==> src/rtl/axi4_lite_cmd_master_pkg.sv <==
// Shared types and AXI response codes for the AXI4-Lite command master.
package axi4_lite_cmd_master_pkg;

    typedef enum logic [2:0] {
        IDLE,
        WR,
        WR_B,
        RD_A,
        RD_R,
        RSP
    } cmd_master_state_t;

    localparam logic [1:0] AXI_RESP_OKAY   = 2'b00;
    localparam logic [1:0] AXI_RESP_SLVERR = 2'b10;
    localparam logic [1:0] AXI_RESP_DECERR = 2'b11;

    // Timeout counter width; a disabled timeout still keeps a 1-bit counter.
    function automatic int unsigned cnt_width(input int unsigned timeout);
        return (timeout == 0) ? 1 : (($clog2(timeout + 1) < 1) ? 1 : $clog2(timeout + 1));
    endfunction

endpackage

==> src/rtl/axi4_lite_if.sv <==
// AXI4-Lite bus bundle with master and slave views.
interface axi4_lite_if #(
    parameter int unsigned ADDR_W = 32
);
    logic              awvalid;
    logic              awready;
    logic [ADDR_W-1:0] awaddr;
    logic [2:0]        awprot;
    logic              wvalid;
    logic              wready;
    logic [31:0]       wdata;
    logic [3:0]        wstrb;
    logic              bvalid;
    logic              bready;
    logic [1:0]        bresp;
    logic              arvalid;
    logic              arready;
    logic [ADDR_W-1:0] araddr;
    logic [2:0]        arprot;
    logic              rvalid;
    logic              rready;
    logic [31:0]       rdata;
    logic [1:0]        rresp;

    modport master (
        output awvalid, awaddr, awprot, wvalid, wdata, wstrb, bready,
        output arvalid, araddr, arprot, rready,
        input  awready, wready, bvalid, bresp, arready, rvalid, rdata, rresp
    );

    modport slave (
        input  awvalid, awaddr, awprot, wvalid, wdata, wstrb, bready,
        input  arvalid, araddr, arprot, rready,
        output awready, wready, bvalid, bresp, arready, rvalid, rdata, rresp
    );
endinterface

==> src/rtl/axi4_lite_cmd_master.sv <==
// Turns single read/write commands into one AXI4-Lite transaction at a time,
// with a per-handshake timeout so an unmapped or hung slave cannot stall the sequencer.
module axi4_lite_cmd_master
    import axi4_lite_cmd_master_pkg::*;
#(
    parameter int unsigned ADDR_W  = 32,
    parameter int unsigned TIMEOUT = 1024
) (
    input  logic              clk_i,
    input  logic              rst_i,
    input  logic              cmd_valid_i,
    output logic              cmd_ready_o,
    input  logic              cmd_wr_i,
    input  logic [ADDR_W-1:0] cmd_addr_i,
    input  logic [31:0]       cmd_wdata_i,
    input  logic [3:0]        cmd_wstrb_i,
    output logic              rsp_valid_o,
    input  logic              rsp_ready_i,
    output logic [31:0]       rsp_rdata_o,
    output logic [1:0]        rsp_resp_o,
    output logic              rsp_timeout_o,
    axi4_lite_if.master       csr_o
);

    localparam int unsigned     CNT_W    = cnt_width(TIMEOUT);
    localparam logic [CNT_W-1:0] CNT_LAST = CNT_W'((TIMEOUT > 0) ? (TIMEOUT - 1) : 0);

    cmd_master_state_t  state_q;
    logic [ADDR_W-1:0]  addr_q;
    logic [31:0]        wdata_q;
    logic [3:0]         wstrb_q;
    logic [CNT_W-1:0]   cnt_q;
    logic               aw_done_q;
    logic               w_done_q;
    logic               awvalid_q;
    logic               wvalid_q;
    logic               bready_q;
    logic               arvalid_q;
    logic               rready_q;

    logic aw_hs_c;
    logic w_hs_c;
    logic timeout_c;

    assign aw_hs_c   = awvalid_q & csr_o.awready;
    assign w_hs_c    = wvalid_q & csr_o.wready;
    assign timeout_c = (TIMEOUT != 0) && (cnt_q == CNT_LAST);

    assign csr_o.awvalid = awvalid_q;
    assign csr_o.awaddr  = addr_q;
    assign csr_o.awprot  = 3'b000;
    assign csr_o.wvalid  = wvalid_q;
    assign csr_o.wdata   = wdata_q;
    assign csr_o.wstrb   = wstrb_q;
    assign csr_o.bready  = bready_q;
    assign csr_o.arvalid = arvalid_q;
    assign csr_o.araddr  = addr_q;
    assign csr_o.arprot  = 3'b000;
    assign csr_o.rready  = rready_q;

    always_ff @(posedge clk_i or posedge rst_i) begin
        if (rst_i) begin
            state_q       <= IDLE;
            addr_q        <= '0;
            wdata_q       <= '0;
            wstrb_q       <= '0;
            cnt_q         <= '0;
            aw_done_q     <= 1'b0;
            w_done_q      <= 1'b0;
            awvalid_q     <= 1'b0;
            wvalid_q      <= 1'b0;
            bready_q      <= 1'b0;
            arvalid_q     <= 1'b0;
            rready_q      <= 1'b0;
            cmd_ready_o   <= 1'b1;
            rsp_valid_o   <= 1'b0;
            rsp_rdata_o   <= '0;
            rsp_resp_o    <= AXI_RESP_OKAY;
            rsp_timeout_o <= 1'b0;
        end else begin
            case (state_q)
                IDLE: begin
                    if (cmd_valid_i) begin
                        addr_q      <= cmd_addr_i;
                        wdata_q     <= cmd_wdata_i;
                        wstrb_q     <= cmd_wstrb_i;
                        cnt_q       <= '0;
                        cmd_ready_o <= 1'b0;
                        if (cmd_wr_i) begin
                            awvalid_q <= 1'b1;
                            wvalid_q  <= 1'b1;
                            aw_done_q <= 1'b0;
                            w_done_q  <= 1'b0;
                            state_q   <= WR;
                        end else begin
                            arvalid_q <= 1'b1;
                            state_q   <= RD_A;
                        end
                    end
                end

                // AW and W complete independently; leave once both have landed.
                WR: begin
                    cnt_q <= cnt_q + CNT_W'(1);
                    if (aw_hs_c) begin
                        awvalid_q <= 1'b0;
                        aw_done_q <= 1'b1;
                    end
                    if (w_hs_c) begin
                        wvalid_q <= 1'b0;
                        w_done_q <= 1'b1;
                    end
                    if ((aw_done_q | aw_hs_c) && (w_done_q | w_hs_c)) begin
                        bready_q <= 1'b1;
                        cnt_q    <= '0;
                        state_q  <= WR_B;
                    end else if (timeout_c) begin
                        awvalid_q     <= 1'b0;
                        wvalid_q      <= 1'b0;
                        rsp_valid_o   <= 1'b1;
                        rsp_rdata_o   <= '0;
                        rsp_resp_o    <= AXI_RESP_DECERR;
                        rsp_timeout_o <= 1'b1;
                        state_q       <= RSP;
                    end
                end

                WR_B: begin
                    cnt_q <= cnt_q + CNT_W'(1);
                    if (bready_q && csr_o.bvalid) begin
                        bready_q      <= 1'b0;
                        rsp_valid_o   <= 1'b1;
                        rsp_rdata_o   <= '0;
                        rsp_resp_o    <= csr_o.bresp;
                        rsp_timeout_o <= 1'b0;
                        state_q       <= RSP;
                    end else if (timeout_c) begin
                        bready_q      <= 1'b0;
                        rsp_valid_o   <= 1'b1;
                        rsp_rdata_o   <= '0;
                        rsp_resp_o    <= AXI_RESP_DECERR;
                        rsp_timeout_o <= 1'b1;
                        state_q       <= RSP;
                    end
                end

                RD_A: begin
                    cnt_q <= cnt_q + CNT_W'(1);
                    if (arvalid_q && csr_o.arready) begin
                        arvalid_q <= 1'b0;
                        rready_q  <= 1'b1;
                        cnt_q     <= '0;
                        state_q   <= RD_R;
                    end else if (timeout_c) begin
                        arvalid_q     <= 1'b0;
                        rsp_valid_o   <= 1'b1;
                        rsp_rdata_o   <= '0;
                        rsp_resp_o    <= AXI_RESP_DECERR;
                        rsp_timeout_o <= 1'b1;
                        state_q       <= RSP;
                    end
                end

                RD_R: begin
                    cnt_q <= cnt_q + CNT_W'(1);
                    if (rready_q && csr_o.rvalid) begin
                        rready_q      <= 1'b0;
                        rsp_valid_o   <= 1'b1;
                        rsp_rdata_o   <= csr_o.rdata;
                        rsp_resp_o    <= csr_o.rresp;
                        rsp_timeout_o <= 1'b0;
                        state_q       <= RSP;
                    end else if (timeout_c) begin
                        rready_q      <= 1'b0;
                        rsp_valid_o   <= 1'b1;
                        rsp_rdata_o   <= '0;
                        rsp_resp_o    <= AXI_RESP_DECERR;
                        rsp_timeout_o <= 1'b1;
                        state_q       <= RSP;
                    end
                end

                RSP: begin
                    if (rsp_ready_i) begin
                        rsp_valid_o   <= 1'b0;
                        rsp_rdata_o   <= '0;
                        rsp_resp_o    <= AXI_RESP_OKAY;
                        rsp_timeout_o <= 1'b0;
                        cmd_ready_o   <= 1'b1;
                        state_q       <= IDLE;
                    end
                end

                default: begin
                    state_q <= IDLE;
                end
            endcase
        end
    end

endmodule

==> src/flat_wrapper.sv <==
// flat-port wrapper written by rule: the top's interface ports become plain ports
module axi4_lite_cmd_master_flat import axi4_lite_cmd_master_pkg::*;
#(
    parameter int unsigned ADDR_W  = 32,
    parameter int unsigned TIMEOUT = 1024
)
  (clk_i, rst_i, cmd_valid_i, cmd_ready_o, cmd_wr_i, cmd_addr_i, cmd_wdata_i, cmd_wstrb_i, rsp_valid_o, rsp_ready_i, rsp_rdata_o, rsp_resp_o, rsp_timeout_o, csr_o_awvalid, csr_o_awaddr, csr_o_awprot, csr_o_wvalid, csr_o_wdata, csr_o_wstrb, csr_o_bready, csr_o_arvalid, csr_o_araddr, csr_o_arprot, csr_o_rready, csr_o_awready, csr_o_wready, csr_o_bvalid, csr_o_bresp, csr_o_arready, csr_o_rvalid, csr_o_rdata, csr_o_rresp);
  axi4_lite_if #(.ADDR_W(ADDR_W)) csr_o_i ();
  input  logic clk_i;
  input  logic rst_i;
  input  logic cmd_valid_i;
  output logic cmd_ready_o;
  input  logic cmd_wr_i;
  input  logic [ADDR_W-1:0] cmd_addr_i;
  input  logic [31:0] cmd_wdata_i;
  input  logic [3:0] cmd_wstrb_i;
  output logic rsp_valid_o;
  input  logic rsp_ready_i;
  output logic [31:0] rsp_rdata_o;
  output logic [1:0] rsp_resp_o;
  output logic rsp_timeout_o;
  output wire logic [$bits(csr_o_i.awvalid)-1:0] csr_o_awvalid;
  output wire logic [$bits(csr_o_i.awaddr)-1:0] csr_o_awaddr;
  output wire logic [$bits(csr_o_i.awprot)-1:0] csr_o_awprot;
  output wire logic [$bits(csr_o_i.wvalid)-1:0] csr_o_wvalid;
  output wire logic [$bits(csr_o_i.wdata)-1:0] csr_o_wdata;
  output wire logic [$bits(csr_o_i.wstrb)-1:0] csr_o_wstrb;
  output wire logic [$bits(csr_o_i.bready)-1:0] csr_o_bready;
  output wire logic [$bits(csr_o_i.arvalid)-1:0] csr_o_arvalid;
  output wire logic [$bits(csr_o_i.araddr)-1:0] csr_o_araddr;
  output wire logic [$bits(csr_o_i.arprot)-1:0] csr_o_arprot;
  output wire logic [$bits(csr_o_i.rready)-1:0] csr_o_rready;
  input wire logic [$bits(csr_o_i.awready)-1:0] csr_o_awready;
  input wire logic [$bits(csr_o_i.wready)-1:0] csr_o_wready;
  input wire logic [$bits(csr_o_i.bvalid)-1:0] csr_o_bvalid;
  input wire logic [$bits(csr_o_i.bresp)-1:0] csr_o_bresp;
  input wire logic [$bits(csr_o_i.arready)-1:0] csr_o_arready;
  input wire logic [$bits(csr_o_i.rvalid)-1:0] csr_o_rvalid;
  input wire logic [$bits(csr_o_i.rdata)-1:0] csr_o_rdata;
  input wire logic [$bits(csr_o_i.rresp)-1:0] csr_o_rresp;
  assign csr_o_awvalid = csr_o_i.awvalid;
  assign csr_o_awaddr = csr_o_i.awaddr;
  assign csr_o_awprot = csr_o_i.awprot;
  assign csr_o_wvalid = csr_o_i.wvalid;
  assign csr_o_wdata = csr_o_i.wdata;
  assign csr_o_wstrb = csr_o_i.wstrb;
  assign csr_o_bready = csr_o_i.bready;
  assign csr_o_arvalid = csr_o_i.arvalid;
  assign csr_o_araddr = csr_o_i.araddr;
  assign csr_o_arprot = csr_o_i.arprot;
  assign csr_o_rready = csr_o_i.rready;
  assign csr_o_i.awready = csr_o_awready;
  assign csr_o_i.wready = csr_o_wready;
  assign csr_o_i.bvalid = csr_o_bvalid;
  assign csr_o_i.bresp = csr_o_bresp;
  assign csr_o_i.arready = csr_o_arready;
  assign csr_o_i.rvalid = csr_o_rvalid;
  assign csr_o_i.rdata = csr_o_rdata;
  assign csr_o_i.rresp = csr_o_rresp;
  axi4_lite_cmd_master #(.ADDR_W(ADDR_W), .TIMEOUT(TIMEOUT)) u_core (.clk_i(clk_i), .rst_i(rst_i), .cmd_valid_i(cmd_valid_i), .cmd_ready_o(cmd_ready_o), .cmd_wr_i(cmd_wr_i), .cmd_addr_i(cmd_addr_i), .cmd_wdata_i(cmd_wdata_i), .cmd_wstrb_i(cmd_wstrb_i), .rsp_valid_o(rsp_valid_o), .rsp_ready_i(rsp_ready_i), .rsp_rdata_o(rsp_rdata_o), .rsp_resp_o(rsp_resp_o), .rsp_timeout_o(rsp_timeout_o), .csr_o(csr_o_i));
endmodule
==> config.mk <==
export PLATFORM = sky130hd
export DESIGN_NAME = axi4_lite_cmd_master_flat
export DESIGN_NICKNAME = d
export VERILOG_FILES = /design/src/rtl/axi4_lite_cmd_master_pkg.sv /design/src/rtl/axi4_lite_if.sv /design/src/rtl/axi4_lite_cmd_master.sv /design/src/flat_wrapper.sv
export SDC_FILE = /design/constraint.sdc
export NUM_CORES = 1
export LEC_CHECK = 0
export BUFFER_PORTS_ARGS = -buffer_cell sky130_fd_sc_hd__buf_2
export CAP_MARGIN = 20
export CELL_PAD_IN_SITES_DETAIL_PLACEMENT = 1
export CELL_PAD_IN_SITES_GLOBAL_PLACEMENT = 2
export CORE_ASPECT_RATIO = 0.75
export CORE_MARGIN = 5
export CORE_UTILIZATION = 29
export CTS_CLUSTER_SIZE = 28
export DETAILED_ROUTE_END_ITERATION = 8
export PLACE_DENSITY = 0.91
export SLEW_MARGIN = 20
export SYNTH_ARGS = -nofsm -noshare
export SYNTH_HDL_FRONTEND = slang
export SYNTH_SLANG_ARGS = --single-unit
==> constraint.sdc <==
create_clock -name clk_i -period 4.2 [get_ports clk_i]
set_input_delay 0.42 -clock clk_i [delete_from_list [all_inputs] [get_ports clk_i]]
set_output_delay 0.42 -clock clk_i [all_outputs]
set_load 0.005 [all_outputs]
* Word level (Yosys, flattened, before mapping) *
Cells that the tools add are included.

cells by class
  reduce and logical (&&, ||, !) cells = 24
  eq/ne operators = 19
  bitwise logic cells = 4
  mux-type cells = 70
  add/subtract/negate cells = 1

operators by type and width
  operator                                                                 number
  32-bit 2-to-1 mux                                                        6
  32-bit one-hot mux with 5 select lines                                   1
  11-bit one-hot mux with 4 select lines                                   1
  1-bit 2-to-1 mux                                                         33
  11-bit 2-to-1 mux                                                        3
  3-bit 2-to-1 mux                                                         7
  3-bit one-hot mux with 6 select lines                                    1
  1-bit one-hot mux with 2 select lines                                    8
  4-bit AND reduction                                                      4
  2-bit 2-to-1 mux                                                         7
  2-bit inequality test, second input constant                             6
  3-bit AND reduction                                                      4
  11-bit by 1-bit adder with 11-bit output, second input constant          1
  11-bit by 10-bit equality test with 1-bit output, second input constant  1
  1-bit one-hot mux with 5 select lines                                    2
  2-bit one-hot mux with 5 select lines                                    1
  2-bit nonzero test                                                       5
  3-bit by 1-bit inequality test with 1-bit output, second input constant  3
  2-bit by 1-bit inequality test with 1-bit output, second input constant  4
  3-bit by 2-bit equality test with 1-bit output, second input constant    2
  3-bit equality test, second input constant                               2
  2-bit AND reduction                                                      3
  5-bit nonzero test                                                       1
  1-bit logical AND                                                        4
  other kinds (6)                                                          8

word-level totals
  flip-flop bits (word level) = 126
  output and inout port bits = 148

* Logic depth before layout (Yosys ltp) *
Gate-level depths: netlist (run 1).

  depth in word-level cells = 5
  mapped depth = 7
  mapped depth without buffers = 5

* Least setup slack after synthesis (run 1) *
OpenSTA, ideal clock, no wires.

  path kind = register -> register
  start point = register u_core.cnt_q[0]
  end point = register u_core.rsp_rdata_o[6]
  stages on the path, launching flop included = 8
  arrival = 1.909 ns
  period minus slack after synthesis = 2.031 ns
  path slack = 2.169 ns
  required time = 4.078 ns
  cell sequence = dfrtp_1 -> ha_1 -> nand3_1 -> or4_1 -> a2111o_1 -> buf_6 -> buf_8 -> a32o_1

on the way
  cells in the longest elaborated chain, start to end = 4

RTL lines
  what                                                  line                         source
  start, declared                                       axi4_lite_cmd_master.sv:32   logic [CNT_W-1:0] cnt_q;
  start signal, assigned                                axi4_lite_cmd_master.sv:104  cnt_q <= cnt_q + CNT_W'(1);
  start signal, assigned                                axi4_lite_cmd_master.sv:129  cnt_q <= cnt_q + CNT_W'(1);
  start signal, assigned                                axi4_lite_cmd_master.sv:148  cnt_q <= cnt_q + CNT_W'(1);
  11-bit by 10-bit equality test with 1-bit output (*)  axi4_lite_cmd_master.sv:47   assign timeout_c = (TIMEOUT != 0) && (cnt_q == CNT_LAST);
  32-bit 2-to-1 mux (*)                                 -
  32-bit 2-to-1 mux (on tied branches)                  -
  32-bit one-hot mux with 5 select lines (*)            -
  end signal, assigned                                  axi4_lite_cmd_master.sv:169  rsp_rdata_o <= csr_o.rdata;
  end, declared                                         axi4_lite_cmd_master.sv:19   output logic [31:0] rsp_rdata_o,

Mark *: on every way between the ends. The rest lies on a longest branch, timed or not. The select of a mux whose other input is x is not followed.
A chain may end at the register's enable or synchronous reset.

* Final worst setup path (run 1) *
  start point = register u_core.state_q[1]
  end point = register u_core.rsp_rdata_o[22]

on the way
  cells in the longest elaborated chain, start to end = 3

RTL lines
  what                                                                          line                        source
  start, declared                                                               axi4_lite_cmd_master.sv:28  cmd_master_state_t state_q;
  start signal, assigned                                                        axi4_lite_cmd_master.sv:63  state_q <= IDLE;
  start signal, assigned                                                        axi4_lite_cmd_master.sv:94  state_q <= WR;
  start signal, assigned                                                        axi4_lite_cmd_master.sv:97  state_q <= RD_A;
  3-bit by 1-bit equality test with 1-bit output (tied with other cells)        axi4_lite_cmd_master.sv:81  case (state_q)
  5-bit nonzero test (no line) / 2-bit inequality test (equally long branches)  -
  4-bit AND reduction (no line)                                                 -

Parallel ways exist; a longest one is shown, timed or not.

==> results of run 1 <==
## logic make-up after synthesis
family	Yosys count	synth area share
fa+ha+maj	1	0.00228
xor+xnor	5	0.00797
mux	69	0.141
flops	126	0.574
simple gates	67	0.0671
compound gates	85	0.126
other cells	1	0.000682
buf+inv	68	0.0810
## cell type report
cell class	count	area [sq um]	area share
tap	247	309	0.0421
sequential	126	3150	0.430
inverter	6	25.0	0.00341
timing repair buffer	263	1340	0.182
clock inverter	12	138	0.0188
clock buffer	19	443	0.0604
multi-input combinational	233	1930	0.263
## metrics by stage
step                      hold slack (ps)  utilization
after floorplan                       472            -
after global placement                483        0.364
after detailed placement              490        0.364
after CTS                             202        0.395
after global routing                  211        0.395
final                                 203        0.395
## worst max-delay path by stage
stage	from	cells after the start	slack, ps	end
global placement	u_core.cnt_q[0]	5	1650	u_core.rsp_rdata_o[1]
CTS	u_core.cnt_q[0]	5	1780	u_core.rsp_rdata_o[12]
global route	u_core.state_q[1]	5	1610	u_core.rsp_rdata_o[27]
finish	u_core.state_q[1]	5	1780	u_core.rsp_rdata_o[22]
floorplan	rst_i	1	430	u_core.aw_done_q
detailed placement	u_core.cnt_q[0]	5	1780	u_core.rsp_rdata_o[19]
## routing by layer
metal	share of wire	vias to the layer above	global-route usage
met5	0.00082	-	0
met4	0.010	2	0.0478
met3	0.10	17	0.0616
met2	0.48	173	0.244
met1	0.41	2151	0.175
li1	-	1979	-
## flip-flops by register name, summed over array words and instances, names as in the netlist, 2 cells and up
register	cells
u_core.csr_o.wstrb	4
u_core.csr_o.araddr	32
u_core.state_q	3
u_core.rsp_resp_o	2
u_core.cnt_q	11
u_core.rsp_rdata_o	32
u_core.csr_o.wdata	32
## where the power goes
| part | leakage [nW] | internal (mW) | total (mW) | switching [mW] |
|---|---|---|---|---|
| clock | 0.280 | 0.891 | 1.44 | 0.554 |
| sequential | 1.55 | 1.75 | 2.10 | 0.350 |
| combinational | 1.70 | 1.06 | 1.97 | 0.903 |
## layout by cell type, fill, tap and decap left out, drive strengths merged, types with 2 or more instances in the layout
cell type | Yosys | layout
buf | 48 | 263
dfrtp | 125 | 125
mux2 | 69 | 69
a32o | 32 | 32
clkbuf | 14 | 19
nor2 | 16 | 16
a21oi | 14 | 14
nand2 | 12 | 12
nand3 | 9 | 9
inv | 6 | 8
o21ai | 7 | 7
conb | 1 | 6
clkinv | 0 | 6
or4 | 4 | 4
nor4 | 4 | 4
nor2b | 4 | 4
o21a | 3 | 3
a22o | 3 | 3
xnor2 | 3 | 3
a21boi | 3 | 3
a31oi | 3 | 3
and4 | 3 | 3
nand4 | 3 | 3
or3 | 2 | 2
or2 | 2 | 2
o22a | 2 | 2
a2111oi | 2 | 2
a221o | 2 | 2
nor3 | 2 | 2
xor2 | 2 | 2
a221oi | 2 | 2
a2bb2oi | 2 | 2
bufinv | 0 | 2
clkinvlp | 0 | 2
## worst max-delay path, delay by kind of cell (launching register included)
family	cells	cell delay [ps]
AND/OR/NAND/NOR	3	1040
flip-flops	1	690
AO/OA/AOI/OAI	1	300
buffers and inverters	1	260
==> results.yml, run 1 <==
worst_setup_path:
  worst_setup_path_start_kind: "flop"
  r2r_slack_ps: 1780
  path_max_fanout: 35
  critPathCaptureType: "flop"
  worstPathArrival_ps: 2710
  cp.required_ps: 4490
  max_stage_delay_ps: 690
  worstRegToRegCells: 5
  worst_r2r_endpoint: "u_core.rsp_rdata_o[22]"
  reg2reg_from: "u_core.state_q[1]"
  crit_path_cell_trace: "or3b_2, nor2_1, nor2_2, buf_4, a32o_1"
  slowest_stage: "dfrtp_1"
  crit_type: "flop to flop"
drt:
  drc: 0
  drt_iter0_drc: 290
  drt.antenna.violating_nets: 0
  wirelength_microns: 15900
  wl_per_cell_microns: 17.6
  first_pass_iters: 5
  via_per_inst: 4.77
  vias: 4322
clock_network:
  cts_hold_buf: 0
  cts-root-buf: "clkbuf_16"
  htreeDepth: 4
  clk-insertion-delay-late_ps: 410
  cts_tree: "done"
  cts.sinks: 126
  worst_setup_hold_path_clk_slew_ps: 60
  clockBufferDepth: 2
  numCtsBuffers: 17
  cts_setup_buffers: 0
  cts_resized: 0
cells_and_area:
  nets: 762
  nFillCells: 2085
  area_growth_pct: 33.5
  diodes: 0
  instances_no_fill: 906
  drive_gt1_frac: 0.568
  final_cell_area_sq_um: 7340
synthesis:
  syn_area_sq_um: 5500
  async_reset_ff_frac: 1.00
  synth-edff-count: 0
  synth.distinct_cells: 55
  syn_inst: 422
  ys_seq_elements: 126
  synth_top_cell_by_area: "dfrtp_1"
  ys_warn_count: 0
  ys.flop_type: "dfrtp_1"
  ys_top_cells_by_count: "125 x dfrtp_1, 69 x mux2_2, 38 x buf_4"
  synth_seq_area_share: 0.574
  synth.avg_cell_area_sq_um: 13.0
  yosysTopAreaCellShare: 0.569
  synth.most_common_cell: "dfrtp_1"
  synth.area.top_cells: "dfrtp_1 57%, mux2_2 14%, a32o_1 5.8%"
floorplan:
  boundaryPins: 262
  die_x_microns: 169
  die_y_microns: 129
  start_util: 0.296
  placement_rows: 43
  core_sq_um: 18600
  dieArea_sq_um: 21800
hold_path:
  hp-class: "input pin to async pin"
sta:
  timing.final.crit_share: 0.576
  fin_skew_ps: 7.71
  tns_ps: 0
  setup_viol: 0
  final-max-slew-violation-count: 0
  setup_slack_ps: 1780
  grt_setup_unrepaired: "no"
  slew_headroom: 0.321
  hold_viol_final: 0
  tightest_slew_ps: 1010
  finalCriticalPeriod_ps: 2420
  max_freq_mhz: 413
placement:
  placed_area_sq_um: 6760
  hpwl_microns: 11800
  gp_congestion: 0.781
  place_inst: 875
  io_buffers: 255
  post-place-ws_ps: 1780
global_route:
  grt_overflow: 0
  antenna_found_initial: 1
  grt_pass1_vias: 4727
  grt_use_total: 0.147
  grt_max_degree: 73
  grt_pass1_wl_microns: 25500
pwr:
  p_leak_nw: 3.53
  peakVddDrop_v: 0.000324
  finalPower_mw: 5.51
  p_per_area_nw_per_um2: 750
run:
  maxCapViolations: 0
run_status:
  status: "complete, no violations"
Note: power is estimated with default switching activity, not from simulation.
==> run 2: changes to the inputs <==
- clock period: 4.2 -> 2.55 ns (I/O delays scaled with it)
==> run 2 against run 1 <==
Against the previous run:
- global-route usage hardly changed
- fmax is 6.3% higher
- sequential cell count stayed put
- via count is 0.25% higher
- die area stayed put
- wire length is 0.58% higher
- non-clock buffer count is 9 higher
- clock power is 70% higher
- combinational power is 69% higher
- largest power group unchanged
- cell count is 1.1% higher
- sequential share of layout area is 0.78 points lower
- highest routed layer is now met4
==> results.yml, run 2 (synthesis results as in run 1) <==
clock_network:
  cts-root-buf: "clkbuf_16"
  cts_resized: 0
  clk-insertion-delay-late_ps: 420
  htreeDepth: 4
  numCtsBuffers: 17
  clockBufferDepth: 2
  cts.sinks: 126
  cts_tree: "done"
  worst_setup_hold_path_clk_slew_ps: 60
floorplan:
  start_util: 0.296
  die_x_microns: 169
  die_y_microns: 129
  placement_rows: 43
  boundaryPins: 262
  core_sq_um: 18600
  dieArea_sq_um: 21800
cells_and_area:
  final_common_cell: "buf_2"
  area_growth_pct: 35.9
  diodes: 0
  drive_gt1_frac: 0.571
  nets: 771
  nFillCells: 2062
  final_cell_mix: "255 x buf_2, 125 x dfrtp_1, 69 x mux2_2"
sta:
  setup_slack_ps: 272
  tightest_slew_ps: 690
  max_freq_mhz: 439
  hold_viol_final: 0
  final-max-slew-violation-count: 0
  timing.final.crit_share: 0.893
  setup_viol: 0
  grt_setup_unrepaired: "no"
  tns_ps: 0
  fin_skew_ps: 6.27
  slew_headroom: 0.536
  finalCriticalPeriod_ps: 2280
worst_setup_path:
  critPathCaptureType: "flop"
  worstRegToRegCells: 6
  crit_path_end: "u_core.rsp_rdata_o[17]"
  worst_r2r_endpoint: "u_core.rsp_rdata_o[17]"
  crit_type: "flop to flop"
  worstPathArrival_ps: 2570
  critPathLaunch: "u_core.cnt_q[0]"
  reg2reg_from: "u_core.cnt_q[0]"
  cp.required_ps: 2840
  path_max_fanout: 36
  worst_setup_path_start_kind: "flop"
  r2r_slack_ps: 270
hold_path:
  hp-class: "input pin to flop"
global_route:
  grt_overflow: 0
  antenna_found_initial: 0
  grt_max_degree: 47
  grt_pass1_vias: 4754
  grt_pass1_wl_microns: 25600
  grt_use_total: 0.147
drt:
  vias: 4333
  drt.antenna.violating_nets: 0
  wl_per_cell_microns: 17.5
  first_pass_iters: 4
  wirelength_microns: 16000
  via_per_inst: 4.73
  drc: 0
  drt_iter0_drc: 234
placement:
  io_buffers: 255
  hpwl_microns: 12000
  post-place-ws_ps: 284
  gp_congestion: 0.756
pwr:
  peakVddDrop_v: 0.000492
  p_per_area_nw_per_um2: 1240
  p_leak_nw: 3.59
run:
  maxCapViolations: 0
run_status:
  status: "complete, no violations"
## run 2: cell types whose count changed in the layout (fill, tap and decap cells not counted), sizes merged
cell | before | now
dlygate4sd3 | 0 | 1
buf | 263 | 271
inv | 8 | 12
clkinv | 6 | 1
clkinvlp | 2 | 4
## run 2: layout make-up
cell class	instances	area, sq um	area share
Clock buffer	19	443	0.0593
Tap cell	247	309	0.0414
Sequential cell	126	3150	0.422
Inverter	6	26.3	0.00352
Clock inverter	13	153	0.0204
Timing Repair Buffer	272	1460	0.195
Multi-Input combinational cell	233	1930	0.258
## run 2: how the worst min path moves through the flow
stage                         startpoint  cells past startpoint                endpoint  slack, ps
after floorplan           csr_o_rdata[0]                      1   u_core.rsp_rdata_o[0]        390
after global placement             rst_i                      2  u_core.csr_o.araddr[8]        360
after detailed placement           rst_i                      2  u_core.csr_o.araddr[8]        350
after CTS                 csr_o_rdata[7]                      2   u_core.rsp_rdata_o[7]         30
after global routing      csr_o_rdata[7]                      2   u_core.rsp_rdata_o[7]         30
final                     csr_o_rdata[7]                      2   u_core.rsp_rdata_o[7]         60
## run 2: per-layer routing
metal	routed length, microns	vias up	GRT usage	share of wire
li1	-	1996	-	-
met1	6530	2149	0.177	0.41
met2	7730	178	0.241	0.48
met3	1610	10	0.0647	0.10
met4	139	0	0.0440	0.0087
met5	0	-	0	0
## run 2: power by group
group	internal [mW]	switching, mW	leakage, nW	total [mW]
clock network	1.49	0.962	0.282	2.45
registers	2.88	0.585	1.55	3.46
logic	1.83	1.49	1.76	3.32
total	6.20	3.04	3.59	9.24
## run 2: per-stage QoR
| step | util | instance area, sq um | power [mW] | cells | hold slack, ps |
|---|---|---|---|---|---|
| after global routing | 0.403 | 7470 | 9.92 | 916 | 31.7 |
| final | 0.403 | 7470 | 9.24 | 916 | 58.6 |
| after global placement | 0.370 | 6870 | 6.76 | 883 | 356 |
| after floorplan | - | 5520 | 5.48 | 427 | 388 |
| after detailed placement | 0.370 | 6870 | 6.90 | 883 | 347 |
| after CTS | 0.403 | 7470 | 9.42 | 916 | 34.1 |
## run 2: critical path, cell delays in order (launching register included)
cell      delay [ps]
dfrtp_1          390
ha_1             220
nand3_1          230
or4_1            460
a2111o_1         300
buf_4            250
a32o_1           300
## run 2: what timing repair did
| action | in CTS | in global routing |
|---|---|---|
| endpoints found under the setup margin | 0 | 0 |
| endpoints found under the hold margin | 19 | 0 |
| buffers inserted | 0 | 0 |
| hold buffers | 1 | 0 |
==> run 3: changes to the inputs <==
- ABC_AREA: not set -> 1
- CORE_UTILIZATION: 29 -> 26
- PLACE_DENSITY: 0.91 -> 0.9
- SLEW_MARGIN: 20 -> not set
==> run 3 against run 2 <==
Against the previous run:
- the run now ends with hold timing left
- fmax increased by 20%
- critical path depth is 3 higher
- total power is 3.5% higher
- utilization fell by 5.0 points
- non-clock buffer count decreased by 10
- sequential power grew 2%
- area after synthesis increased by 7.9%
- cell area increased by 4.9%
- critical endpoint is now u_core.rsp_rdata_o[24]
- largest cell class unchanged
==> results.yml, run 3 <==
clock_network:
  cts-root-buf: "clkbuf_16"
  cts_resized: 0
  clk-insertion-delay-late_ps: 410
  cts.sinks: 126
  htreeDepth: 4
  numCtsBuffers: 17
  cts_hold_buf: 0
  cts_setup_buffers: 0
  worst_setup_hold_path_clk_slew_ps: 70
  clockBufferDepth: 2
  cts_tree: "done"
synthesis:
  synthSimpleGateAreaFrac: 0.328
  synth_top_cell_by_area: "dfrtp_1"
  ys_warn_count: 0
  syn_inst: 702
  synth_top_family_by_area: "simple AND/OR/NAND/NOR gates"
  synth-compound-area-share: 0.0291
  ys_top_cells_by_count: "302 x nand2_1, 125 x dfrtp_1, 69 x nand2_2"
  async_reset_ff_frac: 1.00
  yosysTopAreaCellShare: 0.528
  ys_seq_elements: 126
  syn_area_sq_um: 5930
  synthAdderAreaFrac: 0.00211
  yosys.area_share.xor_xnor: 0.00591
  synth.most_common_cell: "nand2_1"
  ys.flop_type: "dfrtp_1"
  synth.avg_cell_area_sq_um: 8.45
  synth_seq_area_share: 0.532
  synth.area.top_cells: "dfrtp_1 53%, nand2_1 19%, nand2_2 7.3%"
  synth_mux_area_frac: 0
  synth-edff-count: 0
  synth.distinct_cells: 34
global_route:
  grt_use_total: 0.145
  use_met3: 0.0518
  gr-usage-met2: 0.229
  grt_pass1_vias: 5381
  grt_overflow: 0
  grt_pass1_wl_microns: 29800
  grt_busiest_layer: "met2"
  antenna_found_initial: 4
  grtUsageMet1: 0.191
  grt_max_degree: 127
placement:
  place_inst: 1201
  post-place-ws_ps: 672
  io_buffers: 255
  placed_area_sq_um: 7250
  hpwl_microns: 14300
  gp_congestion: 0.792
sta:
  timing.final.crit_share: 0.745
  setup_slack_ps: 650
  tightest_slew_ps: 787
  setup_viol: 0
  final-max-slew-violation-count: 0
  hold_viol_final: 18
  finalCriticalPeriod_ps: 1900
  grt_setup_unrepaired: "no"
  fin_skew_ps: 15.5
  max_freq_mhz: 526
  tns_ps: 0
  hold-worst-slack_ps: -28.5
  slew_headroom: 0.475
drt:
  drc: 0
  wirelength_microns: 18900
  via_per_inst: 4.25
  first_pass_iters: 4
  drt_iter0_drc: 183
  vias: 5237
  drt.antenna.violating_nets: 0
  wl_per_cell_microns: 15.3
floorplan:
  dieArea_sq_um: 26000
  die_y_microns: 141
  placement_rows: 47
  core_sq_um: 22200
  die_x_microns: 184
  boundaryPins: 262
  start_util: 0.267
worst_setup_path:
  cp.required_ps: 2860
  worst_r2r_endpoint: "u_core.rsp_rdata_o[24]"
  worstPathArrival_ps: 2210
  crit_type: "flop to flop"
  r2r_slack_ps: 650
  path_max_fanout: 32
  worst_setup_path_start_kind: "flop"
  reg2reg_from: "u_core.cnt_q[0]"
  critPathLaunch: "u_core.cnt_q[0]"
  worstRegToRegCells: 9
  critPathCaptureType: "flop"
cells_and_area:
  diodes: 0
  finish.utilization: 0.353
  final_cell_area_sq_um: 7840
  final_cell_mix: "302 x nand2_1, 255 x buf_2, 125 x dfrtp_1"
  final_common_cell: "nand2_1"
  nets: 1041
  area_growth_pct: 32.2
  instances_no_fill: 1233
  drive_gt1_frac: 0.413
run_status:
  violations: "hold timing"
  status: "finished, violations left"
pwr:
  p_per_area_nw_per_um2: 1220
  peakVddDrop_v: 0.000471
  finalPower_mw: 9.56
  p_leak_nw: 4.50
run:
  maxCapViolations: 0
hold_path:
  hp-class: "input pin to async pin"
run 3: cell types whose count changed in the layout (fill, tap and decap cells not counted), sizes merged, moves of 9 or more:
cell	previous run	this run
nor2	16	36
nand2	12	373
a32o	32	0
inv	12	48
buf	271	262
nand3	9	23
mux2	69	0
run 3: kinds of logic (layout without fill, tap and decap cells):
logic type	count (synthesis)	in the layout
AND/OR/NAND/NOR	436	436
flip-flops	126	126
buffers and inverters	103	335
AO/OA/AOI/OAI	31	31
XOR/XNOR	4	4
adder cells (fa/ha/maj)	1	1
other	1	6
run 3: worst max path at each step:
stage	cells past startpoint	slack [ps]	to
4_1_cts	9	640	u_core.cnt_q[3]
6_report	9	650	u_core.rsp_rdata_o[24]
3_3_place_gp	9	710	u_core.cnt_q[10]
5_1_grt	9	460	u_core.cnt_q[3]
2_1_floorplan	1	740	u_core.aw_done_q
3_5_place_dp	9	670	u_core.cnt_q[3]
run 3: area by class of cell:
| type | instances | area, sq um |
|---|---|---|
| clock buffer | 17 | 425 |
| timing repair buffer | 262 | 1380 |
| clock inverter | 15 | 161 |
| inverter | 41 | 164 |
| tap | 294 | 368 |
| sequential | 126 | 3150 |
| fill | 2747 | 14400 |
| multi-input combinational | 478 | 2190 |
run 3: worst max-delay path: stages, from the launching register on:
cell	delay [ps]
dfrtp_1	400
ha_1	190
nand2_1	110
nor2_1	300
nand3_1	150
inv_1	210
o21ai_4	100
buf_12	190
nand2_2	80
nand2_2	40
run 3: per-layer routing:
layer  share of wire  routed length, microns
met2            0.45                    8510
met4          0.0070                     133
met1            0.44                    8400
met5          0.0028                      53
met3           0.095                    1790
run 3: power by group:
part	switching, mW	internal [mW]
clock	1.08	1.31
combinational	2.10	1.53
sequential	0.658	2.88
